`config.mk`:
```
export PLATFORM = sky130hd
export DESIGN_NAME = alu_issue_stage_flat
export DESIGN_NICKNAME = d
export VERILOG_FILES = /design/src/rtl/alu_pkg.sv /design/src/rtl/alu_issue_stage_if.sv /design/src/rtl/operand_fwd_mux.sv /design/src/rtl/alu_issue_stage.sv /design/src/flat_wrapper.sv
export SDC_FILE = /design/constraint.sdc
export NUM_CORES = 1
export LEC_CHECK = 0
export ABC_AREA = 1
export CAP_MARGIN = 20
export CORE_UTILIZATION = 45
export CTS_CLUSTER_SIZE = 40
export DETAILED_ROUTE_END_ITERATION = 10
export PLACE_DENSITY = 0.88
export SYNTH_ARGS = -nofsm -noshare
export SYNTH_HDL_FRONTEND = slang
export SYNTH_SLANG_ARGS = --single-unit
```
`constraint.sdc`:
```
create_clock -name clk_in -period 3 [get_ports clk_in]
set_input_delay 0.45 -clock clk_in [delete_from_list [all_inputs] [get_ports clk_in]]
set_output_delay 0.45 -clock clk_in [all_outputs]
set_load 0.01 [all_outputs]
```
`src/rtl/alu_pkg.sv`:
```
// Shared ALU definitions used by the decoder, the issue stage and alu_32bit.
package alu_pkg;

    localparam int XLEN       = 32;
    localparam int REG_ADDR_W = 5;

    typedef enum logic [3:0] {
        ALU_ADD       = 4'h0,
        ALU_SUB_SIGND = 4'h1
    } alu_op_e;

    typedef enum logic [1:0] {
        FWD_RF = 2'd0,
        FWD_WB = 2'd1,
        FWD_EX = 2'd2
    } fwd_sel_e;

endpackage

```
`src/rtl/alu_issue_stage_if.sv`:
```
// Decoded-instruction, writeback, forwarding and ALU-facing signals of the issue stage.
interface alu_issue_stage_if #(
    parameter int WIDTH       = alu_pkg::XLEN,
    parameter int REG_ADDR_W  = alu_pkg::REG_ADDR_W,
    parameter int STALL_CNT_W = 16
);
    logic                   in_valid_in;
    logic                   in_ready_out;
    logic [REG_ADDR_W-1:0]  rs1_addr_in;
    logic [REG_ADDR_W-1:0]  rs2_addr_in;
    logic [WIDTH-1:0]       rs1_data_in;
    logic [WIDTH-1:0]       rs2_data_in;
    logic [WIDTH-1:0]       imm_in;
    logic                   use_imm_in;
    logic [3:0]             alu_op_in;
    logic [REG_ADDR_W-1:0]  rd_addr_in;
    logic                   rd_we_in;
    logic [WIDTH-1:0]       alu_result_in;
    logic [REG_ADDR_W-1:0]  wb_rd_addr_in;
    logic                   wb_we_in;
    logic [WIDTH-1:0]       wb_data_in;
    logic                   flush_in;
    logic                   out_ready_in;
    logic                   valid_out;
    logic [WIDTH-1:0]       operand_a_out;
    logic [WIDTH-1:0]       operand_b_out;
    logic [3:0]             alu_operation_out;
    logic [REG_ADDR_W-1:0]  rd_addr_out;
    logic                   rd_we_out;
    logic [STALL_CNT_W-1:0] stall_cycles_out;

    modport master (
        output in_valid_in, rs1_addr_in, rs2_addr_in, rs1_data_in, rs2_data_in,
               imm_in, use_imm_in, alu_op_in, rd_addr_in, rd_we_in, alu_result_in,
               wb_rd_addr_in, wb_we_in, wb_data_in, flush_in, out_ready_in,
        input  in_ready_out, valid_out, operand_a_out, operand_b_out,
               alu_operation_out, rd_addr_out, rd_we_out, stall_cycles_out
    );

    modport slave (
        input  in_valid_in, rs1_addr_in, rs2_addr_in, rs1_data_in, rs2_data_in,
               imm_in, use_imm_in, alu_op_in, rd_addr_in, rd_we_in, alu_result_in,
               wb_rd_addr_in, wb_we_in, wb_data_in, flush_in, out_ready_in,
        output in_ready_out, valid_out, operand_a_out, operand_b_out,
               alu_operation_out, rd_addr_out, rd_we_out, stall_cycles_out
    );

endinterface

```
`src/rtl/operand_fwd_mux.sv`:
```
// Forwarding match and 3:1 select for one source operand; EX beats WB, x0 never forwards.
module operand_fwd_mux #(
    parameter int WIDTH      = alu_pkg::XLEN,
    parameter int REG_ADDR_W = alu_pkg::REG_ADDR_W
) (
    input  logic [REG_ADDR_W-1:0] src_addr_in,
    input  logic [WIDTH-1:0]      rf_data_in,
    input  logic                  ex_valid_in,
    input  logic                  ex_we_in,
    input  logic [REG_ADDR_W-1:0] ex_rd_addr_in,
    input  logic [WIDTH-1:0]      ex_data_in,
    input  logic                  wb_we_in,
    input  logic [REG_ADDR_W-1:0] wb_rd_addr_in,
    input  logic [WIDTH-1:0]      wb_data_in,
    output logic [WIDTH-1:0]      data_out
);
    import alu_pkg::*;

    fwd_sel_e sel;

    always_comb begin
        sel = FWD_RF;
        if (src_addr_in != '0 && ex_valid_in && ex_we_in && src_addr_in == ex_rd_addr_in) begin
            sel = FWD_EX;
        end else if (src_addr_in != '0 && wb_we_in && src_addr_in == wb_rd_addr_in) begin
            sel = FWD_WB;
        end
    end

    always_comb begin
        data_out = rf_data_in;
        case (sel)
            FWD_EX:  data_out = ex_data_in;
            FWD_WB:  data_out = wb_data_in;
            default: data_out = rf_data_in;
        endcase
    end

endmodule

```
`src/rtl/alu_issue_stage.sv`:
```
// ID/EX register feeding alu_32bit: captures decoded instructions with forwarding resolved at capture.
module alu_issue_stage #(
    parameter int WIDTH       = alu_pkg::XLEN,
    parameter int REG_ADDR_W  = alu_pkg::REG_ADDR_W,
    parameter int STALL_CNT_W = 16
) (
    input  logic             clk_in,
    input  logic             reset_in,
    alu_issue_stage_if.slave bus
);
    import alu_pkg::*;

    logic                   valid_q,   valid_d;
    logic [WIDTH-1:0]       op_a_q,    op_a_d;
    logic [WIDTH-1:0]       op_b_q,    op_b_d;
    logic [3:0]             alu_op_q,  alu_op_d;
    logic [REG_ADDR_W-1:0]  rd_addr_q, rd_addr_d;
    logic                   rd_we_q,   rd_we_d;
    logic [STALL_CNT_W-1:0] stall_q,   stall_d;

    logic             in_ready;
    logic             load;
    logic [WIDTH-1:0] fwd_rs1;
    logic [WIDTH-1:0] fwd_rs2;

    assign in_ready = !valid_q || bus.out_ready_in;
    assign load     = bus.in_valid_in && in_ready && !bus.flush_in;

    operand_fwd_mux #(.WIDTH(WIDTH), .REG_ADDR_W(REG_ADDR_W)) u_fwd_rs1 (
        .src_addr_in   (bus.rs1_addr_in),
        .rf_data_in    (bus.rs1_data_in),
        .ex_valid_in   (valid_q),
        .ex_we_in      (rd_we_q),
        .ex_rd_addr_in (rd_addr_q),
        .ex_data_in    (bus.alu_result_in),
        .wb_we_in      (bus.wb_we_in),
        .wb_rd_addr_in (bus.wb_rd_addr_in),
        .wb_data_in    (bus.wb_data_in),
        .data_out      (fwd_rs1)
    );

    operand_fwd_mux #(.WIDTH(WIDTH), .REG_ADDR_W(REG_ADDR_W)) u_fwd_rs2 (
        .src_addr_in   (bus.rs2_addr_in),
        .rf_data_in    (bus.rs2_data_in),
        .ex_valid_in   (valid_q),
        .ex_we_in      (rd_we_q),
        .ex_rd_addr_in (rd_addr_q),
        .ex_data_in    (bus.alu_result_in),
        .wb_we_in      (bus.wb_we_in),
        .wb_rd_addr_in (bus.wb_rd_addr_in),
        .wb_data_in    (bus.wb_data_in),
        .data_out      (fwd_rs2)
    );

    always_comb begin
        valid_d   = valid_q;
        op_a_d    = op_a_q;
        op_b_d    = op_b_q;
        alu_op_d  = alu_op_q;
        rd_addr_d = rd_addr_q;
        rd_we_d   = rd_we_q;
        stall_d   = stall_q;

        if (bus.flush_in) begin
            valid_d = 1'b0;
            rd_we_d = 1'b0;
        end else if (load) begin
            valid_d   = 1'b1;
            op_a_d    = fwd_rs1;
            op_b_d    = bus.use_imm_in ? bus.imm_in : fwd_rs2;
            alu_op_d  = bus.alu_op_in;
            rd_addr_d = bus.rd_addr_in;
            rd_we_d   = bus.rd_we_in;
        end else if (valid_q && bus.out_ready_in) begin
            valid_d = 1'b0;
        end

        // Saturating: stops at all-ones rather than wrapping.
        if (valid_q && !bus.out_ready_in && !bus.flush_in && stall_q != '1) begin
            stall_d = stall_q + STALL_CNT_W'(1);
        end
    end

    always_ff @(posedge clk_in) begin
        if (reset_in) begin
            valid_q   <= 1'b0;
            op_a_q    <= '0;
            op_b_q    <= '0;
            alu_op_q  <= ALU_ADD;
            rd_addr_q <= '0;
            rd_we_q   <= 1'b0;
            stall_q   <= '0;
        end else begin
            valid_q   <= valid_d;
            op_a_q    <= op_a_d;
            op_b_q    <= op_b_d;
            alu_op_q  <= alu_op_d;
            rd_addr_q <= rd_addr_d;
            rd_we_q   <= rd_we_d;
            stall_q   <= stall_d;
        end
    end

    assign bus.in_ready_out      = in_ready;
    assign bus.valid_out         = valid_q;
    assign bus.operand_a_out     = op_a_q;
    assign bus.operand_b_out     = op_b_q;
    assign bus.alu_operation_out = alu_op_q;
    assign bus.rd_addr_out       = rd_addr_q;
    assign bus.rd_we_out         = rd_we_q;
    assign bus.stall_cycles_out  = stall_q;

endmodule

```
`src/flat_wrapper.sv`:
```
// flat-port wrapper written by rule: the top's interface ports become plain ports
module alu_issue_stage_flat import alu_pkg::*;
#(
    parameter int WIDTH       = alu_pkg::XLEN,
    parameter int REG_ADDR_W  = alu_pkg::REG_ADDR_W,
    parameter int STALL_CNT_W = 16
)
  (clk_in, reset_in, bus_in_valid_in, bus_rs1_addr_in, bus_rs2_addr_in, bus_rs1_data_in, bus_rs2_data_in, bus_imm_in, bus_use_imm_in, bus_alu_op_in, bus_rd_addr_in, bus_rd_we_in, bus_alu_result_in, bus_wb_rd_addr_in, bus_wb_we_in, bus_wb_data_in, bus_flush_in, bus_out_ready_in, bus_in_ready_out, bus_valid_out, bus_operand_a_out, bus_operand_b_out, bus_alu_operation_out, bus_rd_addr_out, bus_rd_we_out, bus_stall_cycles_out);
  alu_issue_stage_if #(.WIDTH(WIDTH), .REG_ADDR_W(REG_ADDR_W), .STALL_CNT_W(STALL_CNT_W)) bus_i ();
  input  logic clk_in;
  input  logic reset_in;
  input wire logic [$bits(bus_i.in_valid_in)-1:0] bus_in_valid_in;
  input wire logic [$bits(bus_i.rs1_addr_in)-1:0] bus_rs1_addr_in;
  input wire logic [$bits(bus_i.rs2_addr_in)-1:0] bus_rs2_addr_in;
  input wire logic [$bits(bus_i.rs1_data_in)-1:0] bus_rs1_data_in;
  input wire logic [$bits(bus_i.rs2_data_in)-1:0] bus_rs2_data_in;
  input wire logic [$bits(bus_i.imm_in)-1:0] bus_imm_in;
  input wire logic [$bits(bus_i.use_imm_in)-1:0] bus_use_imm_in;
  input wire logic [$bits(bus_i.alu_op_in)-1:0] bus_alu_op_in;
  input wire logic [$bits(bus_i.rd_addr_in)-1:0] bus_rd_addr_in;
  input wire logic [$bits(bus_i.rd_we_in)-1:0] bus_rd_we_in;
  input wire logic [$bits(bus_i.alu_result_in)-1:0] bus_alu_result_in;
  input wire logic [$bits(bus_i.wb_rd_addr_in)-1:0] bus_wb_rd_addr_in;
  input wire logic [$bits(bus_i.wb_we_in)-1:0] bus_wb_we_in;
  input wire logic [$bits(bus_i.wb_data_in)-1:0] bus_wb_data_in;
  input wire logic [$bits(bus_i.flush_in)-1:0] bus_flush_in;
  input wire logic [$bits(bus_i.out_ready_in)-1:0] bus_out_ready_in;
  output wire logic [$bits(bus_i.in_ready_out)-1:0] bus_in_ready_out;
  output wire logic [$bits(bus_i.valid_out)-1:0] bus_valid_out;
  output wire logic [$bits(bus_i.operand_a_out)-1:0] bus_operand_a_out;
  output wire logic [$bits(bus_i.operand_b_out)-1:0] bus_operand_b_out;
  output wire logic [$bits(bus_i.alu_operation_out)-1:0] bus_alu_operation_out;
  output wire logic [$bits(bus_i.rd_addr_out)-1:0] bus_rd_addr_out;
  output wire logic [$bits(bus_i.rd_we_out)-1:0] bus_rd_we_out;
  output wire logic [$bits(bus_i.stall_cycles_out)-1:0] bus_stall_cycles_out;
  assign bus_i.in_valid_in = bus_in_valid_in;
  assign bus_i.rs1_addr_in = bus_rs1_addr_in;
  assign bus_i.rs2_addr_in = bus_rs2_addr_in;
  assign bus_i.rs1_data_in = bus_rs1_data_in;
  assign bus_i.rs2_data_in = bus_rs2_data_in;
  assign bus_i.imm_in = bus_imm_in;
  assign bus_i.use_imm_in = bus_use_imm_in;
  assign bus_i.alu_op_in = bus_alu_op_in;
  assign bus_i.rd_addr_in = bus_rd_addr_in;
  assign bus_i.rd_we_in = bus_rd_we_in;
  assign bus_i.alu_result_in = bus_alu_result_in;
  assign bus_i.wb_rd_addr_in = bus_wb_rd_addr_in;
  assign bus_i.wb_we_in = bus_wb_we_in;
  assign bus_i.wb_data_in = bus_wb_data_in;
  assign bus_i.flush_in = bus_flush_in;
  assign bus_i.out_ready_in = bus_out_ready_in;
  assign bus_in_ready_out = bus_i.in_ready_out;
  assign bus_valid_out = bus_i.valid_out;
  assign bus_operand_a_out = bus_i.operand_a_out;
  assign bus_operand_b_out = bus_i.operand_b_out;
  assign bus_alu_operation_out = bus_i.alu_operation_out;
  assign bus_rd_addr_out = bus_i.rd_addr_out;
  assign bus_rd_we_out = bus_i.rd_we_out;
  assign bus_stall_cycles_out = bus_i.stall_cycles_out;
  alu_issue_stage #(.WIDTH(WIDTH), .REG_ADDR_W(REG_ADDR_W), .STALL_CNT_W(STALL_CNT_W)) u_core (.clk_in(clk_in), .reset_in(reset_in), .bus(bus_i));
endmodule
```
# Word level (Yosys, flattened, before mapping)
# Index checks and enable logic that the tools add are counted.
[totals] ff_bits=91 wordCells=52
[classes] addsub=1 muxes=9 n_bitwise=1 reduce_logical=25 n_eq_ne=9
[op_table] operator="$pmux W32 S2" count=2
[op_table] operator="$mux W32" count=1
[op_table] operator="$eq A5 B5 Y1" count=4
[op_table] operator="$add A16 B1 Y16 const B" count=1
[op_table] operator="$logic_and A1 B1 Y1" count=16
[op_table] operator="$ne A16 B16 Y1 const B" count=1
[op_table] operator="$reduce_bool A5 Y1" count=2
[op_table] operator="$eq A2 B1 Y1 const B" count=2
[op_table] operator="$eq A2 B2 Y1 const B" count=2
[op_table] operator="$mux W1" count=4
[op_table] operator="$mux W2" count=2
[op_table] operator="$logic_not A1 Y1" count=3
[op_table] operator="$reduce_and A2 Y1" count=1
[op_table] operator="$reduce_bool A2 Y1" count=1
[op_table] operator="$reduce_or A2 Y1" count=1
[op_table] operator="$logic_or A1 B1 Y1" count=1
[op_table] operator="$not A1 Y1" count=1

# Logic depth before layout (Yosys ltp)
# Gate-level depths: netlist (run 1).
[depth] word_depth=8 ltp_mapped=12 mapped_depth_nobuf=12

# By module
# A second synthesis (run 1) with hierarchy kept.
[hier_totals] hier_cells=939 area_unflattened_um2=6643.9
[modules_own_cells] module="alu_issue_stage" seq_area_each_um2=1821.7 cells_per_inst=517 area_per_inst_um2=4048.9 n_inst=1
[modules_own_cells] module="operand_fwd_mux" seq_area_each_um2=0.0 cells_per_inst=211 area_per_inst_um2=1297.5 n_inst=2

# Worst setup path before layout (run 1)
# Ideal clock, no wire load.
[synth_timing] path_type="register to register" start="register u_core.stall_q[0] (netlist: u_core.bus.stall_cycles_out[0])" end="register u_core.stall_q[10] (netlist: u_core.bus.stall_cycles_out[10])" setup_time_ns=0.119 stages_incl_launch_ff=12 arrival_time_ns=1.488 setup_slack_ns=1.393 required_ns=2.881 n_path_buf=0 cell_sequence="dfxtp_1 ha_1 nand2_1 inv_1 nand2_1 nor2_1 nand3_1 nand2_2 nor2_1 nand2_1 o21ai_0 a21oi_1"
[synth_via] elab_chain_len=2 elab_cells_between_ends=3 classes_between="add/sub (1); eq/ne (1); reduce/logical (1)"
[synth_rtl] item="from (decl)" line_no="alu_issue_stage.sv:19" rtl="logic [STALL_CNT_W-1:0] stall_q, stall_d;"
[synth_rtl] item="from (signal assigned)" line_no="alu_issue_stage.sv:100" rtl="stall_q <= stall_d;"
[synth_rtl] item="branches (longest 2 deep; another with $add A16 B1 Y16)"
# Several ways; the timed one is not identified.
# A chain may end at the register's enable or synchronous reset.

# Worst setup path in the final report (run 1)
[layout_timing] start="input port bus_out_ready_in" end="output port bus_in_ready_out"
[layout_via] elab_chain_len=1
[layout_rtl] item="from (decl)" line_no="flat_wrapper.sv:27" rtl="input wire logic [$bits(bus_i.out_ready_in)-1:0] bus_out_ready_in;"
[layout_rtl] item="$logic_or A1 B1 Y1" line_no="alu_issue_stage.sv:26" rtl="assign in_ready = !valid_q || bus.out_ready_in;"
[layout_rtl] item="to (decl)" line_no="flat_wrapper.sv:28" rtl="output wire logic [$bits(bus_i.in_ready_out)-1:0] bus_in_ready_out;"
# Every way passes these cells.

==> metrics.md, run 1 <==
| Metric | Value |
|---|---|
| Status | `finished clean` |
| Post_cts resized | `0` |
| Max Cap Viol | `0` |
| Max IR drop VDD | `0.000259 V` |
| Post-synth ARST share | `0` |
| DRT antenna net count | `0` |
| CTS H-tree depth | `3` |
| M2 GR Usage | `0.545` |
| First drt pass iteration count | `5` |
| Top delay family on crit path | `buffers and inverters` |
| Mapped Area | `0.00578 mm^2` |
| Syn avg cell area | `just over 6 um^2` |
| CP max stage cell | `clkdlybuf4s50_1` |
| Switching pwr | `roughly 0.00085 W` |
| GRT Max-Usage Layer | `met2` |
| DRC errors left | `0` |
| Placer Congestion | `0.945` |
| Clk_lat worst skew | `340 ps` |
| Slew Viols, Final | `0` |
| Synth warnings | `0` |
| Synth cell types | `31` |
| CP endpoint kind | `output pin` |
| Die height | `115 um` |
| Worst EP required | `approximately 2600 ps` |
| Sw Share | `0.264` |
| Initial antenna violation count | `0` |
| Worst slew pin tran | `693 ps` |
| Post-DP HPWL | `15900 um` |
| Syn Inst Count | `roughly 940` |
| Clk Tree Root Cell | `clkbuf_16` |
| Pin count of the biggest net entering global routing | `65` |
| Drt wl/cell | `16.2 um` |
| Die area | `0.0133 mm^2` |
| Clk_skew | `around 7.6 ps` |
| Row cnt | `41` |
| Final period util | `0.709` |
| Worst Hold Class | `reg -> reg` |
| Post-synth EDFFs | `0` |
| Predominant post-synthesis flop cell | `dfxtp_1` |
| Worst path buffer plus inverter count | `3` |
| Area Growth Syn to Fin | `54.5%` |
| Via Count | `7276` |
| DP Area | `0.00864 mm^2` |
| Finished Cell Area | `around 0.0089 mm^2` |
| Met3 Use GR | `0.0759` |
| Register area share after synthesis | `0.315` |
| Core area | `0.0126 mm^2` |
| Crit-path max cell delay | `570 ps` |
| Crit path max fanout | `4` |
| Global-route wire length before repair | `33500 um` |
| Setup Buffers After CTS | `0` |
| Worst-path cell chain | `clkdlybuf4s50_1, inv_1, nand2_1, clkdlybuf4s50_1` |
| Worst path arrival time | `1680 ps` |
| CTS max path bufs | `2` |
| P_leak | `3.69 nW` |
| Relative slew margins | `0.538` |
| Fraction of final layout cells sized beyond drive strength 1 | `0.0707` |
| Pre-CTS WS | `559 ps` |
| Cell mode on critical path | `clkdlybuf4s50_1` |
| Final WS setup | `873 ps` |
| Residual overflow from global routing | `0` |
| Vias in the first global route | `6823` |
| TritonCTS Sinks | `just over 90` |
| Internal | `0.00236 W` |
| CP Class | `in -> out` |
| Power Density | `360 mW/mm^2` |
| Met1 GRT Util | `0.387` |
| Final nets | `between 1000 and 1500` |
| Clk slew on worst S/H paths | `60 ps` |
| CTS tree | `yes` |
| CP Launch Type | `primary input` |
| Setup_tns | `0 ps` |
| Initial core utilization | `0.460` |
| Fin util | `0.710` |
| RSZ-0062 raised after global routing | `no` |
| CTS Hold Bufs | `0` |
| Synthesized Nets | `roughly 1100` |
| DR iter-0 viols | `between 500 and 600` |
| Power Total | `between 0.003 and 0.004 W` |
| Vias per cell | `5.35` |
| Max Freq | `0.470 GHz` |
| Clock network power share | `0.351` |
| I/O Pins | `284` |
| Tmin final | `2130 ps` |
| Yosys reg bits | `91` |
| Die X | `115 um` |
| Final WL | `22000 um` |
| GRT Total Usage | `0.327` |
| Combinational power share | `0.241` |
| Antenna cell count | `0` |
| Inserted Clock Buffers | `9` |
| Port Buffers | `283` |
| Final setup viols | `0` |
| Filler cells | `1074` |
| Seq pwr share | `0.408` |
| Hold Vio Cnt, Final | `0` |
==> metrics by stage <==
| step | std cells | hold slack [ps] |
|---|---|---|
| after floorplan | 937 | 490 |
| after global placement | 1346 | 451 |
| after detailed placement | 1346 | 460 |
| after CTS | 1360 | 472 |
| after global routing | 1360 | 495 |
| final | 1360 | 467 |
==> per-layer routing <==
layer	up-vias	part of all wire
li1	3555	-
met1	3258	0.39
met2	389	0.47
met3	74	0.098
met4	0	0.045
met5	-	0
==> placed cells by master (no fill, tap or decap), types with 3 or more instances in the layout <==
master           instances
inv_1                   72
nor2_2                   4
clkbuf_16                9
a21oi_1                 89
clkdlybuf4s50_1        281
inv_2                    7
dfxtp_1                 91
nand2_1                240
nor3_1                   7
nor2_1                  87
o21ai_0                 47
a21oi_2                 30
nand3_1                172
xor2_1                   5
nand2_2                  3
buf_4                   16
nand4_1                  4
==> Yosys cell counts (2+ instances only) <==
library cell    n  area share
a21oi_1        89       0.077
inv_1          72       0.047
buf_4           2      0.0026
nor3b_2         2      0.0043
dfxtp_1        91        0.32
nand2_1       241        0.16
nor3_1          7      0.0061
nand3_1       173        0.15
nor2_4          2      0.0039
a21oi_2        30       0.045
clkbuf_1       24       0.016
inv_2           7      0.0046
nand3_2         2      0.0035
nor2_2          4      0.0043
buf_2          29       0.025
nand4_1         4      0.0043
buf_6           6       0.012
nor2_1         87       0.057
o21ai_0        47       0.041
nand2_2         2      0.0022
xor2_1          5      0.0076
buf_1           2      0.0013
==> path summary, 6_finish.rpt <==
kind | from | endpoint | slack [ps] | cells after the start
min | u_core.bus.alu_operation_out[2] | u_core.bus.alu_operation_out[2] | 470 | 2
max reg2reg | u_core.bus.stall_cycles_out[0] | u_core.bus.stall_cycles_out[10] | 1110 | 11
min reg2reg | u_core.bus.alu_operation_out[2] | u_core.bus.alu_operation_out[2] | 470 | 2
max | bus_out_ready_in | bus_in_ready_out | 870 | 4
==> registers in the layout, summed over array words and instances (netlist names) <==
| signal | cells |
|---|---|
| u_core.bus.rd_we_out | 1 |
| u_core.bus.operand_a_out | 32 |
| u_core.bus.alu_operation_out | 4 |
| u_core.bus.valid_out | 1 |
| u_core.bus.operand_b_out | 32 |
| u_core.bus.rd_addr_out | 5 |
| u_core.bus.stall_cycles_out | 16 |
==> cells by family (layout without fill, tap and decap cells) <==
group / count (synthesis) / in the layout / synth area share
buffers and inverters: 142 / 393 / 0.108
AOI/OAI and AO/OA: 171 / 171 / 0.169
DFF: 91 / 91 / 0.315
and+or+nand+nor: 526 / 526 / 0.396
adders and majority gates: 1 / 1 / 0.00217
xor gates and xnor gates: 6 / 6 / 0.00910
==> tightest hold or removal path: cells and delay by family (launching register included) <==
family / cells / cell delay (ps)
flops: 1 / 310
simple gates: 1 / 60
compound gates: 1 / 50
==> layout make-up <==
| cell class | count | area, um^2 | area share |
|---|---|---|---|
| clock buffers | 11 | 243 | 0.0272 |
| clock inverters | 3 | 40.0 | 0.00449 |
| inverters | 79 | 297 | 0.0332 |
| multi-input cells | 704 | 3350 | 0.375 |
| flip-flops and latches | 91 | 1820 | 0.204 |
| well taps | 172 | 215 | 0.0241 |
| repair buffers | 300 | 2960 | 0.332 |
==> power by group through the flow <==
stage	Sequential [W]	Clock (W)	Combinational, W
after detailed placement	0.00133	0	0.000768
after global placement	0.00133	0	0.000760
final	0.00131	0.00113	0.000774
after CTS	0.00131	0.00114	0.000771
after floorplan	0.00136	0	0.000281
after global routing	0.00131	0.00119	0.000835
(Power assumes the default switching activity.)
==> run 2, diff against run 1 <==
CORE_UTILIZATION = 41   (was 45)
PLACE_DENSITY = 0.81   (was 0.88)
clock period = 2.1 ns   (was 3 ns; I/O delays follow)
==> run 2 against run 1 <==
Compared with the run above:
- clock power increased by 74%
- setup slack worse by 620 ps
- first-iteration DRC count down 3.2%
- sequential power is 43% higher
- clock skew is 0.90 ps lower
- non-clock buffer count is 7 higher
- via count rose by 0.22%
- largest cell class unchanged
==> metrics.md, run 2 (same netlist as run 1, synthesis figures left out) <==
| Metric | Value |
|---|---|
| Status | `finished clean` |
| Slew Viols, Final | `0 (unchanged)` |
| Row cnt | `43 (+4.9%)` |
| Multi-input gate area | `0.00335 mm^2 (unchanged)` |
| Power Total | `0.00496 W (+54%)` |
| I/O Pins | `284 (unchanged)` |
| Met3 Use GR | `0.0698 (-0.00610)` |
| Tmin final | `1850 ps` |
| Area Growth Syn to Fin | `59.3%` |
| Drt wl/cell | `16.0 um (-1.0%)` |
| Worst R2R Start | `u_core.bus.valid_out` |
| Clk_skew | `6.66 ps (-0.895 ps)` |
| Post-DP HPWL | `15900 um (about the same)` |
| Power Density | `539 mW/mm^2 (+50%)` |
| Clk_lat worst skew | `350 ps (about the same)` |
| Met1 GRT Util | `0.365 (-0.0216)` |
| P_leak | `3.80 nW (+3.1%)` |
| CTS tree | `yes` |
| Max Freq | `approximately 0.54 GHz` |
| Fin util | `0.665 (-0.0450)` |
| DR iter-0 viols | `536 (-3.2%)` |
| Final period util | `0.881` |
| GRT Total Usage | `0.300 (-0.0273)` |
| Seq pwr share | `0.377 (-0.031)` |
| Commonest non-fill, non-tap cell in the layout | `clkdlybuf4s50_1` |
| CTS Hold Bufs | `0 (unchanged)` |
| Clk slew on worst S/H paths | `60 ps (about the same)` |
| Relative slew margins | `0.550 (+0.0126)` |
| Die X | `121 um (+4.7%)` |
| Final nets | `1385 (+0.51%)` |
| Final setup viols | `0 (unchanged)` |
| Initial antenna violation count | `2 (+2)` |
| Hold path depth | `2 (unchanged)` |
| Vias in the first global route | `6678 (-2.1%)` |
| Inserted Clock Buffers | `9 (unchanged)` |
| DRC errors left | `0 (unchanged)` |
| Initial core utilization | `0.418 (-0.0418)` |
| Reg-to-Reg End | `u_core.bus.operand_a_out[6]` |
| Port Buffers | `283 (unchanged)` |
| Post_cts resized | `0 (unchanged)` |
| Pin count of the biggest net entering global routing | `65 (unchanged)` |
| HP Start | `u_core.bus.operand_b_out[7]` |
| Core area | `0.0138 mm^2 (+10%)` |
| Crit path max fanout | `3 (-1)` |
| Fraction of final layout cells sized beyond drive strength 1 | `0.0785 (+0.00782)` |
| Final WL | `22100 um (+0.36%)` |
| Internal | `0.00371 W (+57%)` |
| Via Count | `7292 (+0.22%)` |
| Switching pwr | `0.00125 W (+47%)` |
| R2R cell count | `10 (-1)` |
| CP Launch Type | `primary input` |
| Max Cap Viol | `0 (unchanged)` |
| Clock network power share | `0.397 (+0.046)` |
| CTS max path bufs | `2 (unchanged)` |
| Die area | `0.0146 mm^2 (+9.6%)` |
| Hold Vio Cnt, Final | `0 (unchanged)` |
| Global-route wire length before repair | `34200 um (+2.1%)` |
| Sw Share | `0.252 (-0.0124)` |
| Max IR drop VDD | `0.000349 V (+35%)` |
| Most frequent cells in the layout | `281 x clkdlybuf4s50_1, 240 x nand2_1, 172 x nand3_1` |
| Residual overflow from global routing | `0 (unchanged)` |
| Vias per cell | `5.29 (-1.2%)` |
| TritonCTS Sinks | `91 (unchanged)` |
| Clk Tree Root Cell | `clkbuf_16` |
| Filler cells | `1257 (+17%)` |
| CTS H-tree depth | `3 (unchanged)` |
| Combinational power share | `0.226 (-0.015)` |
| M2 GR Usage | `0.499 (-0.0460)` |
| RSZ-0062 raised after global routing | `no` |
| Worst slew pin tran | `674 ps (-18.9 ps)` |
| Setup Buffers After CTS | `0 (unchanged)` |
| Placer Congestion | `0.902 (-4.5%)` |
| GRT Max-Usage Layer | `met2` |
| Reg area | `0.00182 mm^2 (unchanged)` |
| Worst Hold Class | `reg -> reg` |
| DRT antenna net count | `0 (unchanged)` |
| CP Class | `in -> out` |
| First drt pass iteration count | `5 (unchanged)` |
| Worst EP required | `1780 ps (-770 ps)` |
| CP endpoint kind | `output pin` |
| Setup slack, reg-to-reg | `360 ps (-750 ps)` |
| Hold Path End | `u_core.bus.operand_b_out[7]` |
| Die height | `121 um (+4.7%)` |
| Worst path arrival time | `1540 ps (-140 ps)` |
[run 2: cell types whose count changed in the layout (fill, tap and decap cells not counted)]
cell       previous run  this run
buf_12                1        11
buf_4                16        13
bufinv_16             1         3
clkbuf_8              1         3
diode_2               0         2
clkbuf_1              1         0
clkinv_2              2         1
[run 2: layer usage]
layer | part of all wire | vias to the layer above
li1 | - | 3582
met1 | 0.41 | 3269
met2 | 0.47 | 388
met3 | 0.090 | 53
met4 | 0.031 | 0
met5 | 0 | -
[run 2: worst max path at each step]
| stage | cells after the start | endpoint | slack [ps] | startpoint |
|---|---|---|---|---|
| after floorplan | 11 | u_core.bus.stall_cycles_out[10] | 490 | u_core.bus.stall_cycles_out[0] |
| after global placement | 10 | u_core.bus.operand_a_out[6] | 5 | bus_wb_rd_addr_in[4] |
| after detailed placement | 10 | u_core.bus.operand_a_out[8] | -50 | bus_wb_rd_addr_in[4] |
| after CTS | 5 | bus_in_ready_out | 240 | bus_out_ready_in |
| after global routing | 11 | u_core.bus.operand_a_out[7] | 90 | bus_wb_rd_addr_in[3] |
| final | 5 | bus_in_ready_out | 250 | bus_out_ready_in |
[run 2: worst max-delay path, stage by stage]
cell	delay (ps)
clkdlybuf4s50_1	450
inv_1	40
nand2_1	70
buf_4	130
clkdlybuf4s50_1	520
[run 2: stage by stage]
step	instance area [um^2]	setup TNS [ps]	setup slack, ps	hold slack [ps]	std cells
3_3_place_gp	8830	0	4.63	452	1361
4_1_cts	9190	0	238	454	1377
5_1_grt	9200	0	85.8	478	1379
2_1_floorplan	5780	0	493	455	937
3_5_place_dp	8830	-394	-46.7	458	1361
6_report	9200	0	249	467	1379
[run 2: cell type report]
class | instances | area share
clock buffers | 12 | 0.0290
well taps | 180 | 0.0245
repair buffers | 307 | 0.341
flip-flops and latches | 91 | 0.198
clock inverters | 4 | 0.0103
multi-input cells | 704 | 0.364
diodes | 2 | 0.000544
inverters | 79 | 0.0322
[run 2: power by group through the flow]
stage	Clock [W]	Sequential, W	Combinational, W
after global routing	0.00205	0.00187	0.00122
after floorplan	0	0.00194	0.000401
after detailed placement	0	0.00190	0.00111
final	0.00197	0.00187	0.00112
after global placement	0	0.00190	0.00110
after CTS	0.00198	0.00187	0.00112
